`src/rtl/crc32_pkg.sv`:
```
// Shared CRC-32 definitions: default constants, FCS inserter state type and
// the reflected byte-update function also used by the accelerator engine.
package crc32_pkg;

   localparam logic [31:0] DEF_POLY   = 32'hEDB8_8320;
   localparam logic [31:0] DEF_INIT   = 32'hFFFF_FFFF;
   localparam logic [31:0] DEF_XOROUT = 32'hFFFF_FFFF;

   typedef enum logic {
      ST_DATA = 1'b0,
      ST_FCS  = 1'b1
   } state_t;

   // Reflected CRC update of one byte, LSB of the byte first.
   function automatic logic [31:0] crc32_byte_step(
      input logic [31:0] c,
      input logic [7:0]  d,
      input logic [31:0] poly
   );
      logic [31:0] t;
      t = c ^ {24'b0, d};
      for (int i = 0; i < 8; i++) begin
         t = t[0] ? ((t >> 1) ^ poly) : (t >> 1);
      end
      return t;
   endfunction

endpackage

```
`src/rtl/crc32_byte_step_comb.sv`:
```
// Combinational wrapper around the package byte-update function. Kept as its
// own module so it can be equivalence-checked against the accelerator engine.
module crc32_byte_step_comb
   import crc32_pkg::*;
#(
   parameter logic [31:0] POLY = DEF_POLY
) (
   input  logic [31:0] crc_in,
   input  logic [7:0]  data_in,
   output logic [31:0] crc_next
);

   // One byte of CRC update.
   always_comb begin
      crc_next = crc32_byte_step(crc_in, data_in, POLY);
   end

endmodule

```
`src/rtl/crc32_fcs_inserter.sv`:
```
// Byte-stream frame stage: forwards payload through a one-entry output
// register and appends the 4-byte FCS (LSB first) after the last payload byte.
//
// state   | meaning
// --------+-----------------------------------------------------------
// ST_DATA | payload pass-through, CRC accumulates accepted bytes
// ST_FCS  | input blocked, emitting FCS bytes idx 0..3, then reseed
module crc32_fcs_inserter
   import crc32_pkg::*;
#(
   parameter logic [31:0] POLY   = DEF_POLY,
   parameter logic [31:0] INIT   = DEF_INIT,
   parameter logic [31:0] XOROUT = DEF_XOROUT
) (
   input  logic        clk,
   input  logic        rst_n,
   input  logic [7:0]  s_data,
   input  logic        s_valid,
   input  logic        s_last,
   output logic        s_ready,
   output logic [7:0]  m_data,
   output logic        m_valid,
   output logic        m_last,
   input  logic        m_ready,
   output logic [31:0] crc_out,
   output logic        crc_done
);

   state_t      state;
   state_t      state_nxt;
   logic [1:0]  idx;
   logic [31:0] crc;
   logic [31:0] crc_next;
   logic [31:0] fcs;
   logic [7:0]  fcs_byte;
   logic        slot_free;
   logic        handshake;
   logic        fcs_load;
   logic        fcs_final;

   crc32_byte_step_comb #(
      .POLY (POLY)
   ) u_step (
      .crc_in   (crc),
      .data_in  (s_data),
      .crc_next (crc_next)
   );

   // State register.
   always_ff @(posedge clk or negedge rst_n) begin
      if (!rst_n) begin
         state <= ST_DATA;
      end else begin
         state <= state_nxt;
      end
   end

   // Next-state logic: leave DATA on the last payload byte, return after
   // the fourth FCS byte is loaded.
   always_comb begin
      state_nxt = state;
      case (state)
         ST_DATA: if (handshake && s_last) state_nxt = ST_FCS;
         ST_FCS:  if (fcs_final)           state_nxt = ST_DATA;
         default:                          state_nxt = ST_DATA;
      endcase
   end

   // Handshake and FCS selection. s_ready is held low while rst_n is asserted
   // even though the output slot is empty then.
   always_comb begin
      slot_free = !m_valid || m_ready;
      s_ready   = rst_n && (state == ST_DATA) && slot_free;
      handshake = s_valid && s_ready;
      fcs_load  = (state == ST_FCS) && slot_free;
      fcs_final = fcs_load && (idx == 2'd3);
      fcs       = crc ^ XOROUT;
      fcs_byte  = fcs[{idx, 3'b000} +: 8];
   end

   // Output register, CRC accumulator and FCS byte index.
   always_ff @(posedge clk or negedge rst_n) begin
      if (!rst_n) begin
         m_data   <= 8'h00;
         m_valid  <= 1'b0;
         m_last   <= 1'b0;
         crc      <= INIT;
         idx      <= 2'd0;
         crc_out  <= 32'h0;
         crc_done <= 1'b0;
      end else begin
         crc_done <= 1'b0;
         if (state == ST_DATA) begin
            if (handshake) begin
               m_data  <= s_data;
               m_valid <= 1'b1;
               m_last  <= 1'b0;
               crc     <= crc_next;
               if (s_last) idx <= 2'd0;
            end else if (slot_free) begin
               m_valid <= 1'b0;
            end
         end else if (fcs_load) begin
            m_data  <= fcs_byte;
            m_valid <= 1'b1;
            m_last  <= (idx == 2'd3);
            idx     <= idx + 2'd1;
            if (idx == 2'd3) begin
               crc_out  <= fcs;
               crc_done <= 1'b1;
               crc      <= INIT;
            end
         end
      end
   end

endmodule

```
`config.mk`:
```
export PLATFORM = sky130hd
export DESIGN_NAME = crc32_fcs_inserter
export DESIGN_NICKNAME = d
export VERILOG_FILES = /design/src/rtl/crc32_pkg.sv /design/src/rtl/crc32_byte_step_comb.sv /design/src/rtl/crc32_fcs_inserter.sv
export SDC_FILE = /design/constraint.sdc
export NUM_CORES = 1
export LEC_CHECK = 0
export ABC_AREA = 1
export CORE_ASPECT_RATIO = 1.5
export CORE_UTILIZATION = 56
export CTS_BUF_LIST = sky130_fd_sc_hd__clkbuf_8
export DETAILED_ROUTE_END_ITERATION = 10
export PLACE_DENSITY = 0.86
export SYNTH_ARGS = -nofsm -noshare
export SYNTH_HDL_FRONTEND = slang
export SYNTH_HIERARCHICAL = 1
export SYNTH_SLANG_ARGS = --single-unit
```
`constraint.sdc`:
```
create_clock -name clk -period 2.1 [get_ports clk]
set_input_delay 0.315 -clock clk [delete_from_list [all_inputs] [get_ports clk]]
set_output_delay 0.315 -clock clk [all_outputs]
set_load 0.02 [all_outputs]
```
==> impl_metrics.json <==
{
  "outcome": "complete, no violations",
  "finalHoldViolations": 0,
  "syn2layout_area_growth_pct": 16.2,
  "avgSynthCellArea_um2": 7.82,
  "postLayoutCoreUtil_pct": 67.0,
  "gp_congestion": 0.969,
  "slowest_delay_ns": 0.63,
  "peakVddDrop_mv": 0.868,
  "drc": 0,
  "r2r-start": "crc[3]$_DFFE_PN1P_",
  "cp_num_buf_inv": 2,
  "postCtsSetupBuffers": 0,
  "synth_area_um2": 4820,
  "syn_inst": 617,
  "critical_path.max_fanout": 3,
  "dpl.hpwl_mm": 8.70,
  "fmax_mhz": 506,
  "totalWireLength_mm": 12.1,
  "crit_slowest_cell": "clkdlybuf4s50_1",
  "grt_use_total_pct": 28.9,
  "skew_ns": 0.00667,
  "synth_cell_type_count": 29,
  "drive_above_1_share_pct": 20.6,
  "clock-root-buffer": "clkbuf_8",
  "maxCapViolations": 0,
  "synthTopCellsByArea": "dfrtp_1 24%, dfstp_2 17%, nand2_1 17%",
  "p_leak_nw": 2.86,
  "wl_per_cell_um": 15.4,
  "clkSinkCount": 78,
  "crit_arrival_ns": 1.66,
  "dieArea_um2": 8990,
  "path_delay_family": "buffers and inverters",
  "start_kind": "flip-flop",
  "dieHeight_um": 116,
  "num-nets-final": 685,
  "io_pins": 57,
  "num-fill-cells": 712,
  "vias": 4183,
  "power.density_nw_per_um2": 1860,
  "cts_buffer_depth": 2,
  "grt_max_degree": 79,
  "detail_route.iter0.violations": 418,
  "grt_pass1_wl_mm": 19.6,
  "num_rows": 41,
  "cts_resized": 0,
  "io_buffers": 56,
  "async_flop_share_pct": 100,
  "antenna_found_initial": 0,
  "path_clk_slew_ns": 0.07,
  "startpoint": "m_valid$_DFFE_PN0P_",
  "core_um2": 8360,
  "firstDrtPassIters": 6,
  "crit_path_end_kind": "primary output",
  "ys.flop_type": "dfrtp_1",
  "setup_violations": 0,
  "die_w_um": 77.8,
  "diodes": 0,
  "yosysMostFrequentCell": "nand2_1",
  "holdBufCountCts": 0,
  "overflow": 0,
  "cts_htree_levels": 3,
  "synth_top_area_share_pct": 23.9,
  "synth_top_cell_by_area": "dfrtp_1",
  "worst-endpoint-required_ns": 1.78,
  "start_util_pct": 57.7,
  "crit_chain": "inv_1 > nor2_1 > nor3_1 > clkdlybuf4s50_1",
  "fin_cells": 783,
  "worst_pin_slew_ns": 0.973,
  "slew_headroom_pct": 35.1,
  "rsz0062_at_grt": "false",
  "worstHoldPathType": "input pin to async pin",
  "yosysSeqAreaShare_pct": 41.3,
  "ys_top_cells_by_count": "217 x nand2_1, 74 x nand3_1, 46 x dfrtp_1",
  "synth_edf_count": 0,
  "slew_viol_final": 0,
  "dp.cells": 767,
  "cts_made_buffers": 9,
  "crit_type": "flip-flop to primary output",
  "synth_fp_nets": 631,
  "cts_tree": "done",
  "first_global_vias": 3916,
  "min_period_ns": 1.98,
  "ys_seq_elements": 78,
  "drtAntennaViolNets": 0,
  "vias_per_cell": 5.34,
  "clk_latency_ns": 0.36,
  "synth_warnings": 6,
  "period_share_pct": 94.1
}
## worst reg2reg max path, delay by kind of cell (launching register included)
kind	cells	cell delay (ns)
AOI/OAI and AO/OA	1	0.20
xor gates and xnor gates	1	0.21
buffers and inverters	1	0.07
DFF	1	0.59
and+or+nand+nor	7	0.70
## through the flow
stage	setup TNS (ns)	hold slack (ns)	power [mW]	worst slack, ns	area, µm²
2_1_floorplan	0	0.0194	7.46	0.558	4820
3_3_place_gp	0	0.455	9.22	0.0299	5420
3_5_place_dp	-0.00311	0.464	9.37	-0.00311	5420
4_1_cts	0	0.236	10.4	0.0957	5600
5_1_grt	0	0.294	11.2	0.0502	5600
6_report	0	0.206	10.4	0.123	5600
## area by class of cell
cell class / instances / area (µm²) / area share [%]
clock inverter: 5 / 26.3 / 0.469
sequential: 78 / 1990 / 35.6
timing repair buffer: 68 / 673 / 12.0
multi-input combinational: 463 / 2430 / 43.4
tap: 107 / 134 / 2.39
clock buffer: 11 / 151 / 2.70
inverter: 51 / 194 / 3.46
## registers in the layout, summed over array words and instances (netlist names)
signal	flops
m_valid	1
crc_done	1
crc	32
idx	2
state	1
m_data	8
crc_out	32
m_last	1
## placed cells by master (no fill, tap or decap), drive strengths merged
cell	Yosys	final
dfstp	32	32
clkdlybuf4s50	0	55
or2	9	9
nand3	75	75
clkinvlp	0	1
nor2	24	24
nand2	252	252
dfrtp	46	46
xor2	32	32
nor3	1	1
buf	21	13
clkinv	0	3
xnor2	11	11
o21ai	58	58
clkbuf	4	11
ha	1	1
inv	51	52
## cell families (layout without fill, tap and decap cells)
group,after synthesis,count (layout),share of synthesized area [%]
compound gates,58,58,7.81
flops,78,78,41.3
buf+inv,76,135,8.28
xor+xnor,43,43,8.12
simple gates,361,361,34.2
fa+ha+maj,1,1,0.259
## power by group
group          leakage [nW]  switching (mW)  internal (mW)
sequential            0.912           0.853           2.47
combinational          1.85            3.64           2.43
clock                0.0963           0.528          0.483
total                  2.86            5.03           5.38
## metal layers
metal	track usage [%]	routed length (µm)	up-vias
met4	16.0	496	0
met2	49.3	6180	124
met5	0	0	-
met3	4.88	563	32
met1	34.8	4830	1987
li1	-	-	2040
## worst paths after layout
| kind | end | slack [ns] | cells after the start |
|---|---|---|---|
| max in group asynchronous | crc_out[29]$_DFFE_PN0P_ | 1.26 | 2 |
| min | idx[0]$_DFFE_PN0P_ | 0.21 | 2 |
| min reg2reg | m_last$_DFFE_PN0P_ | 0.48 | 2 |
| max reg2reg | crc[22]$_DFFE_PN1P_ | 0.25 | 10 |
| max | s_ready | 0.12 | 4 |
| min in group clk | m_last$_DFFE_PN0P_ | 0.48 | 2 |
Note: power is estimated with default switching activity, not from simulation.
